$ cat config.mk
export PLATFORM = sky130hd
export DESIGN_NAME = id_stage
export DESIGN_NICKNAME = d
export VERILOG_FILES = /design/src/rtl/id_pkg.sv /design/src/rtl/regfile.sv /design/src/rtl/id_stage.sv
export SDC_FILE = /design/constraint.sdc
export NUM_CORES = 2
export LEC_CHECK = 0
export BUFFER_PORTS_ARGS = -buffer_cell sky130_fd_sc_hd__clkbuf_2
export CORE_UTILIZATION = 50
export CTS_BUF_LIST = sky130_fd_sc_hd__clkbuf_8
export DETAILED_ROUTE_END_ITERATION = 16
export PLACE_DENSITY = 0.66
export SLEW_MARGIN = 20
export SYNTH_ARGS = -nofsm -noshare
export SYNTH_HDL_FRONTEND = slang
export SYNTH_SLANG_ARGS = --single-unit
$ cat constraint.sdc
create_clock -name clk -period 16.6 [get_ports clk]
set_input_delay 4.15 -clock clk [delete_from_list [all_inputs] [get_ports clk]]
set_output_delay 4.15 -clock clk [all_outputs]
set_load 0.03 [all_outputs]
$ cat src/rtl/id_pkg.sv
// rtl/id_pkg.sv - MIPS R-type field positions, op/funct constants and ALU op codes
package id_pkg;

  localparam int OP_MSB    = 31;
  localparam int OP_LSB    = 26;
  localparam int RS_MSB    = 25;
  localparam int RS_LSB    = 21;
  localparam int RT_MSB    = 20;
  localparam int RT_LSB    = 16;
  localparam int RD_MSB    = 15;
  localparam int RD_LSB    = 11;
  localparam int SHAMT_MSB = 10;
  localparam int SHAMT_LSB = 6;
  localparam int FUNCT_MSB = 5;
  localparam int FUNCT_LSB = 0;

  localparam logic [5:0] OP_RTYPE = 6'b000000;

  localparam logic [5:0] FN_ADDU = 6'b100001;
  localparam logic [5:0] FN_SUBU = 6'b100011;
  localparam logic [5:0] FN_SUB  = 6'b100010;
  localparam logic [5:0] FN_ADD  = 6'b100000;
  localparam logic [5:0] FN_AND  = 6'b100100;
  localparam logic [5:0] FN_OR   = 6'b100101;
  localparam logic [5:0] FN_SLT  = 6'b101010;

  // sub and subu share one ALU code: the ALU does not trap on overflow.
  typedef enum logic [3:0] {
    ALU_ADDU = 4'b0000,
    ALU_SUB  = 4'b0001,
    ALU_ADD  = 4'b0010,
    ALU_AND  = 4'b0011,
    ALU_OR   = 4'b0100,
    ALU_SLT  = 4'b0101
  } aluop_e;

  typedef struct packed {
    logic   legal;
    aluop_e aluop;
  } decode_t;

  function automatic decode_t decode(input logic [5:0] op, input logic [5:0] funct);
    decode_t d;
    d.legal = (op == OP_RTYPE);
    d.aluop = ALU_ADDU;
    case (funct)
      FN_ADDU: d.aluop = ALU_ADDU;
      FN_SUBU: d.aluop = ALU_SUB;
      FN_SUB:  d.aluop = ALU_SUB;
      FN_ADD:  d.aluop = ALU_ADD;
      FN_AND:  d.aluop = ALU_AND;
      FN_OR:   d.aluop = ALU_OR;
      FN_SLT:  d.aluop = ALU_SLT;
      default: d.legal = 1'b0;
    endcase
    return d;
  endfunction

endpackage

$ cat src/rtl/regfile.sv
// rtl/regfile.sv - 32x32 register file, two async read ports, one sync write port, $0 hardwired
module regfile (
  input  logic        clk,
  input  logic        rst,
  input  logic        we,
  input  logic [4:0]  waddr,
  input  logic [31:0] wdata,
  input  logic [4:0]  raddr_a,
  input  logic [4:0]  raddr_b,
  output logic [31:0] rdata_a,
  output logic [31:0] rdata_b
);

  logic [31:0] mem [32];

  always_ff @(posedge clk) begin
    if (rst) begin
      for (int i = 0; i < 32; i++) mem[i] <= '0;
    end else if (we && waddr != 5'd0) begin
      mem[waddr] <= wdata;
    end
  end

  assign rdata_a = (raddr_a == 5'd0) ? '0 : mem[raddr_a];
  assign rdata_b = (raddr_b == 5'd0) ? '0 : mem[raddr_b];

endmodule

$ cat src/rtl/id_stage.sv
// rtl/id_stage.sv - MIPS decode stage: decode, write-back bypass, pending scoreboard, EX pipeline register
module id_stage
  import id_pkg::*;
(
  input  logic        clk,
  input  logic        rst,
  input  logic        inst_valid,
  output logic        inst_ready,
  input  logic [31:0] inst,
  output logic        ex_valid,
  input  logic        ex_ready,
  output logic [31:0] ex_a,
  output logic [31:0] ex_b,
  output logic [3:0]  ex_aluop,
  output logic [4:0]  ex_rd,
  input  logic        wb_en,
  input  logic [4:0]  wb_addr,
  input  logic [31:0] wb_data,
  output logic        illegal
);

  logic [5:0]  op, funct;
  logic [4:0]  rs, rt, rd;
  logic [4:0]  unused_shamt;
  decode_t     dec;
  logic [31:0] rf_a, rf_b, opnd_a, opnd_b;
  logic [31:0] pending, set_mask, clr_mask;
  logic        rs_wb, rt_wb, hazard, accept, take_legal;

  assign op           = inst[OP_MSB:OP_LSB];
  assign rs           = inst[RS_MSB:RS_LSB];
  assign rt           = inst[RT_MSB:RT_LSB];
  assign rd           = inst[RD_MSB:RD_LSB];
  assign unused_shamt = inst[SHAMT_MSB:SHAMT_LSB];
  assign funct        = inst[FUNCT_MSB:FUNCT_LSB];
  assign dec          = decode(op, funct);

  regfile u_regfile (
    .clk     (clk),
    .rst     (rst),
    .we      (wb_en),
    .waddr   (wb_addr),
    .wdata   (wb_data),
    .raddr_a (rs),
    .raddr_b (rt),
    .rdata_a (rf_a),
    .rdata_b (rf_b)
  );

  // A write-back landing this cycle both forwards its data and retires its pending bit.
  assign rs_wb  = wb_en && (wb_addr != 5'd0) && (wb_addr == rs);
  assign rt_wb  = wb_en && (wb_addr != 5'd0) && (wb_addr == rt);
  assign opnd_a = rs_wb ? wb_data : rf_a;
  assign opnd_b = rt_wb ? wb_data : rf_b;

  assign hazard = dec.legal &&
                  (((rs != 5'd0) && pending[rs] && !rs_wb) ||
                   ((rt != 5'd0) && pending[rt] && !rt_wb));

  assign inst_ready = !rst && (!ex_valid || ex_ready) && !hazard;
  assign accept     = inst_valid && inst_ready;
  assign take_legal = accept && dec.legal;

  assign set_mask = (take_legal && rd != 5'd0) ? (32'd1 << rd) : '0;
  assign clr_mask = wb_en ? (32'd1 << wb_addr) : '0;

  always_ff @(posedge clk) begin
    if (rst) begin
      pending  <= '0;
      ex_valid <= 1'b0;
      ex_a     <= '0;
      ex_b     <= '0;
      ex_aluop <= '0;
      ex_rd    <= '0;
      illegal  <= 1'b0;
    end else begin
      // Set wins over clear: the new producer is still outstanding.
      pending <= (pending & ~clr_mask) | set_mask;
      illegal <= accept && !dec.legal;
      if (take_legal) begin
        ex_valid <= 1'b1;
        ex_a     <= opnd_a;
        ex_b     <= opnd_b;
        ex_aluop <= dec.aluop;
        ex_rd    <= rd;
      end else if (ex_ready) begin
        ex_valid <= 1'b0;
      end
    end
  end

endmodule

==> run summary <==
The run finished with clean final reports. Static timing analysis puts the maximum clock frequency at 86.5 MHz. The setup slack after placement came out at 4.98 ns. In the post-route analysis, the smallest setup slack over all paths is 5.03 ns. The number of port buffers came out at 143. The total overflow reported by the global router came out at 0. The start-to-end type of the worst setup path is primary input to output pin. The count of yosys warnings during synthesis came out at 0.

The number of gates resized after CTS was 0. Max-cap violations in this run came to 0. The final route contains 38400 vias.

The post-synthesis average cell area is 15.1 um2. The final hold violation count was 0. Across the whole layout, storage elements account for 32900 um2. Among cell families on the critical path, the largest total delay comes from buffers and inverters. In this run the core area contains 125 standard-cell rows. The routed metal-1 wirelength is 70300 um. The path depth of the worst reg2reg path is 7.

The number of antenna violations at the first check in global routing is 5. The instance count of the mapped netlist came out at 3896. The logic depth of the worst path, buffers included is 9. The number of buffers added for setup after CTS came out at 0. The final critical delay including setup and external delays is 11.57 ns. The number of cells traversed by the worst hold path came out at 2.

The first TritonRoute pass finished after 6 iterations. The origin of the worst min-delay path is ex_aluop[1]$_SDFFE_PP0P_. After clock tree synthesis, the clock-pin slew on the worst setup and hold paths is 0.06 ns. The part of the Yosys area used for sequential elements came out at 55.8%. The final setup violation count came out at 0. The number of buffers created by CTS came out at 187. The buffer cell driving the clock tree root is sky130_fd_sc_hd__clkbuf_8. The ratio of final minimum period to clock period is 69.7%.

Routed signal wires occupy layers up through met5. The synthesized netlist contains 56 unique library cells. The area of the die is 119000 um2. The first global-routing pass estimated 273000 um of wire. In the detailed route, the total length drawn on met2 is 88200 um. The number of max-slew violations in the final report is 0. The data required time at the worst endpoint is 12.45 ns. From left edge to right edge, the die measures 345 um. The insertion delay of the later-clocked pin in the worst-skew pair is 0.87 ns. After clock tree synthesis, the flow added hold-fix buffers numbering 0. The share of synthesized flip-flops with an asynchronous set or reset is 0%. The path with the worst hold slack has its endpoint at ex_aluop[1]$_SDFFE_PP0P_. The flip-flop and latch count after synthesis came out at 1130. The most used flip-flop cell after synthesis is sky130_fd_sc_hd__edfxtp_1. The number of nets in the final layout came out at 3987. The total clock sinks is 1130. The standard cell core area came out at 117000 um2. The internal reg-to-reg setup slack came out at 12.84 ns. The area overhead of the layout relative to synthesis is 9.72%. At the worst endpoint, the arrival time is 7.42 ns.

The final wirelength came out at 193000 um. Counting along the longest clock path gives a buffer depth of 3. The post-detailed-route count of antenna-violating nets came out at 0. Global routing used 32.3% of the available tracks.

The initial DRC count came out at 5901. The share of layout cells above drive strength 1 came out at 28.6%. The total negative setup slack is 0 ns. The effective utilization at floorplan is 50.6%. The slew at the pin closest to its max-slew limit is 1.15 ns. Entering global routing, the biggest net connects 148 pins. The die is 345 um tall.

The length of routed met3 wiring came out at 23700 um. The boundary pin count came out at 150. The relative slew slack came out at 23.1%.

The count of flip-flops with a built-in enable after synthesis came out at 1024. Walking the worst path, the cells encountered are buf_8 -> buf_12 -> mux4_2 -> a22o_1 -> nor2_1 -> o221ai_2 -> o21ai_0 -> and2_1 -> clkbuf_2. The leakage power is 0.0216 uW. Setup repair after global routing left no endpoint under its margin. The maximum VDD drop came out at 0.0000750 V. The worst setup path is captured at an output pin. The number of fill cells came out at 9133. The maximum fanout along the worst path is 128. The combined buffer and inverter count along the critical path is 3. The number of global-route vias before repair is 37800. The netlist area before placement came out at 58900 um2. The HPWL after detailed placement is 101000 um. The weighted congestion at the end of routability-driven global placement is 0.897.

The tightest min-delay check is of the flop to flop type. Dividing total power by cell area gives a power density of 98.3 nW/um2. The worst clock skew is 0.0343 ns.

STA classifies the critical path startpoint as a primary input. TritonCTS built the clock tree. The number of design rule violations left after detail routing came out at 0. The number of H-tree levels is 4. The worst register-to-register path ends at ex_rd[1]$_SDFFE_PP0P_. The via density per instance is 6.87. The multi-input combinational cells in the finished layout cover a total of 24800 um2. The maximum cell stage delay along the critical path came out at 0.56 ns.

The cell with the largest stage delay on the worst path is sky130_fd_sc_hd__buf_12. The startpoint identified for the worst register-to-register timing path is pending[19]$_SDFF_PP0_. The mean routed wirelength per cell is 34.5 um.
[placed cells by master, fill, tap and decap left out, drive strengths merged, types with 2 or more instances in the layout]
master	netlist	layout
a221oi	34	34
a22oi	97	97
or2	4	4
nand2b	6	6
diode	0	8
buf	103	111
nor2b	11	11
clkinvlp	0	4
o21ai	35	35
a22o	4	4
or3	2	2
a211oi	33	33
mux4	591	591
edfxtp	1024	1024
nand2	58	58
clkbuf	348	339
xnor2	9	9
a21oi	73	73
a31oi	96	96
and2	995	995
o31ai	36	36
inv	9	86
bufinv	0	2
nand3	83	83
nor3b	2	2
clkinv	0	45
dfxtp	106	106
o211ai	16	16
a311oi	32	32
conb	1	33
or4	3	3
o311ai	7	7
nor3	10	10
nor2	41	41
mux2i	4	4
nand4	6	6
o32ai	3	3
[cell type report]
class,instances,area share (%)
Multi-Input combinational cell,2338,38.4
Inverter,9,0.0581
Tap cell,1524,2.95
Clock buffer,203,4.32
Clock inverter,128,0.902
Sequential cell,1130,50.9
Antenna cell,8,0.0310
Timing Repair Buffer,247,2.43
[through the flow]
stage	util (%)	instance area [um2]	std cells	hold slack (ns)	power, uW
after global placement	52.6	61200	5248	0.466	4080
final	55.5	64600	5587	0.478	6360
after detailed placement	52.6	61200	5248	0.468	4100
after floorplan	-	59000	3928	0.438	3830
after global routing	55.5	64600	5581	0.500	6530
after CTS	55.5	64600	5579	0.477	6360
[state kept, by name, indices dropped and copies added (netlist names)]
name	flops
ex_rd	5
ex_aluop	3
pending	32
ex_valid	1
ex_a	32
ex_b	32
illegal	1
u_regfile.mem	1024
[cell families (layout without fill, tap and decap cells)]
logic type | after synthesis | count (layout) | synth area share [%]
flip-flops | 1130 | 1130 | 55.8
XOR/XNOR | 10 | 10 | 0.149
buffers and inverters | 460 | 587 | 3.24
multiplexers | 596 | 596 | 22.7
AO/OA/AOI/OAI | 475 | 475 | 5.68
other | 1 | 41 | 0.00637
AND/OR/NAND/NOR | 1224 | 1224 | 12.4
[worst max path at each step]
stage          startpoint         end
2_1_floorplan    inst[21]  inst_ready
3_3_place_gp     inst[18]  inst_ready
3_5_place_dp     inst[18]  inst_ready
4_1_cts          inst[18]  inst_ready
5_1_grt          inst[18]  inst_ready
6_report         inst[18]  inst_ready
[metal layers]
metal / vias up / GRT usage [%]
li1: 15300 / -
met1: 19700 / 43.6
met2: 2855 / 49.2
met3: 500 / 7.39
met4: 2 / 17.2
met5: - / 0
[power breakdown]
| group | switching [uW] | leakage (uW) | total [uW] | internal, uW |
|---|---|---|---|---|
| sequential | 67.6 | 0.0106 | 3310 | 3250 |
| combinational | 441 | 0.00902 | 748 | 307 |
| clock | 1150 | 0.00200 | 2290 | 1150 |
[Yosys cell counts (4+ instances only)]
library cell | count | area share, %
sky130_fd_sc_hd__o21ai_0 | 33 | 0.28
sky130_fd_sc_hd__buf_2 | 69 | 0.59
sky130_fd_sc_hd__dfxtp_1 | 106 | 3.6
sky130_fd_sc_hd__a21oi_1 | 73 | 0.62
sky130_fd_sc_hd__a31oi_1 | 96 | 1.0
sky130_fd_sc_hd__mux4_2 | 591 | 23
sky130_fd_sc_hd__a221oi_1 | 34 | 0.51
sky130_fd_sc_hd__nand2b_1 | 6 | 0.064
sky130_fd_sc_hd__buf_6 | 4 | 0.076
sky130_fd_sc_hd__and2_1 | 995 | 11
sky130_fd_sc_hd__a311oi_1 | 32 | 0.48
sky130_fd_sc_hd__a22o_1 | 4 | 0.059
sky130_fd_sc_hd__clkbuf_1 | 348 | 2.2
sky130_fd_sc_hd__inv_1 | 9 | 0.057
sky130_fd_sc_hd__buf_4 | 18 | 0.23
sky130_fd_sc_hd__a22oi_1 | 97 | 1.2
sky130_fd_sc_hd__a211oi_1 | 24 | 0.31
sky130_fd_sc_hd__o211ai_1 | 16 | 0.20
sky130_fd_sc_hd__a211oi_2 | 9 | 0.19
sky130_fd_sc_hd__nand2_1 | 58 | 0.37
sky130_fd_sc_hd__edfxtp_1 | 1024 | 52
sky130_fd_sc_hd__nor2b_1 | 11 | 0.12
sky130_fd_sc_hd__nand3_1 | 82 | 0.70
sky130_fd_sc_hd__mux2i_1 | 4 | 0.068
sky130_fd_sc_hd__o31ai_1 | 36 | 0.46
sky130_fd_sc_hd__o311ai_0 | 6 | 0.089
sky130_fd_sc_hd__buf_1 | 12 | 0.076
sky130_fd_sc_hd__nor3_1 | 8 | 0.068
sky130_fd_sc_hd__nor2_1 | 41 | 0.26
sky130_fd_sc_hd__nand4_1 | 6 | 0.064
sky130_fd_sc_hd__xnor2_1 | 9 | 0.13
[worst register-to-register path, cell delays in order (launching register included)]
cell                       delay [ns]
sky130_fd_sc_hd__dfxtp_1         0.33
sky130_fd_sc_hd__mux4_2          0.49
sky130_fd_sc_hd__mux4_2          0.48
sky130_fd_sc_hd__o311ai_1        0.16
sky130_fd_sc_hd__o221a_4         0.26
sky130_fd_sc_hd__buf_4           0.80
sky130_fd_sc_hd__nand3_4         0.67
sky130_fd_sc_hd__mux2_2          0.49
No activity file was read; power rests on OpenSTA's default activity.
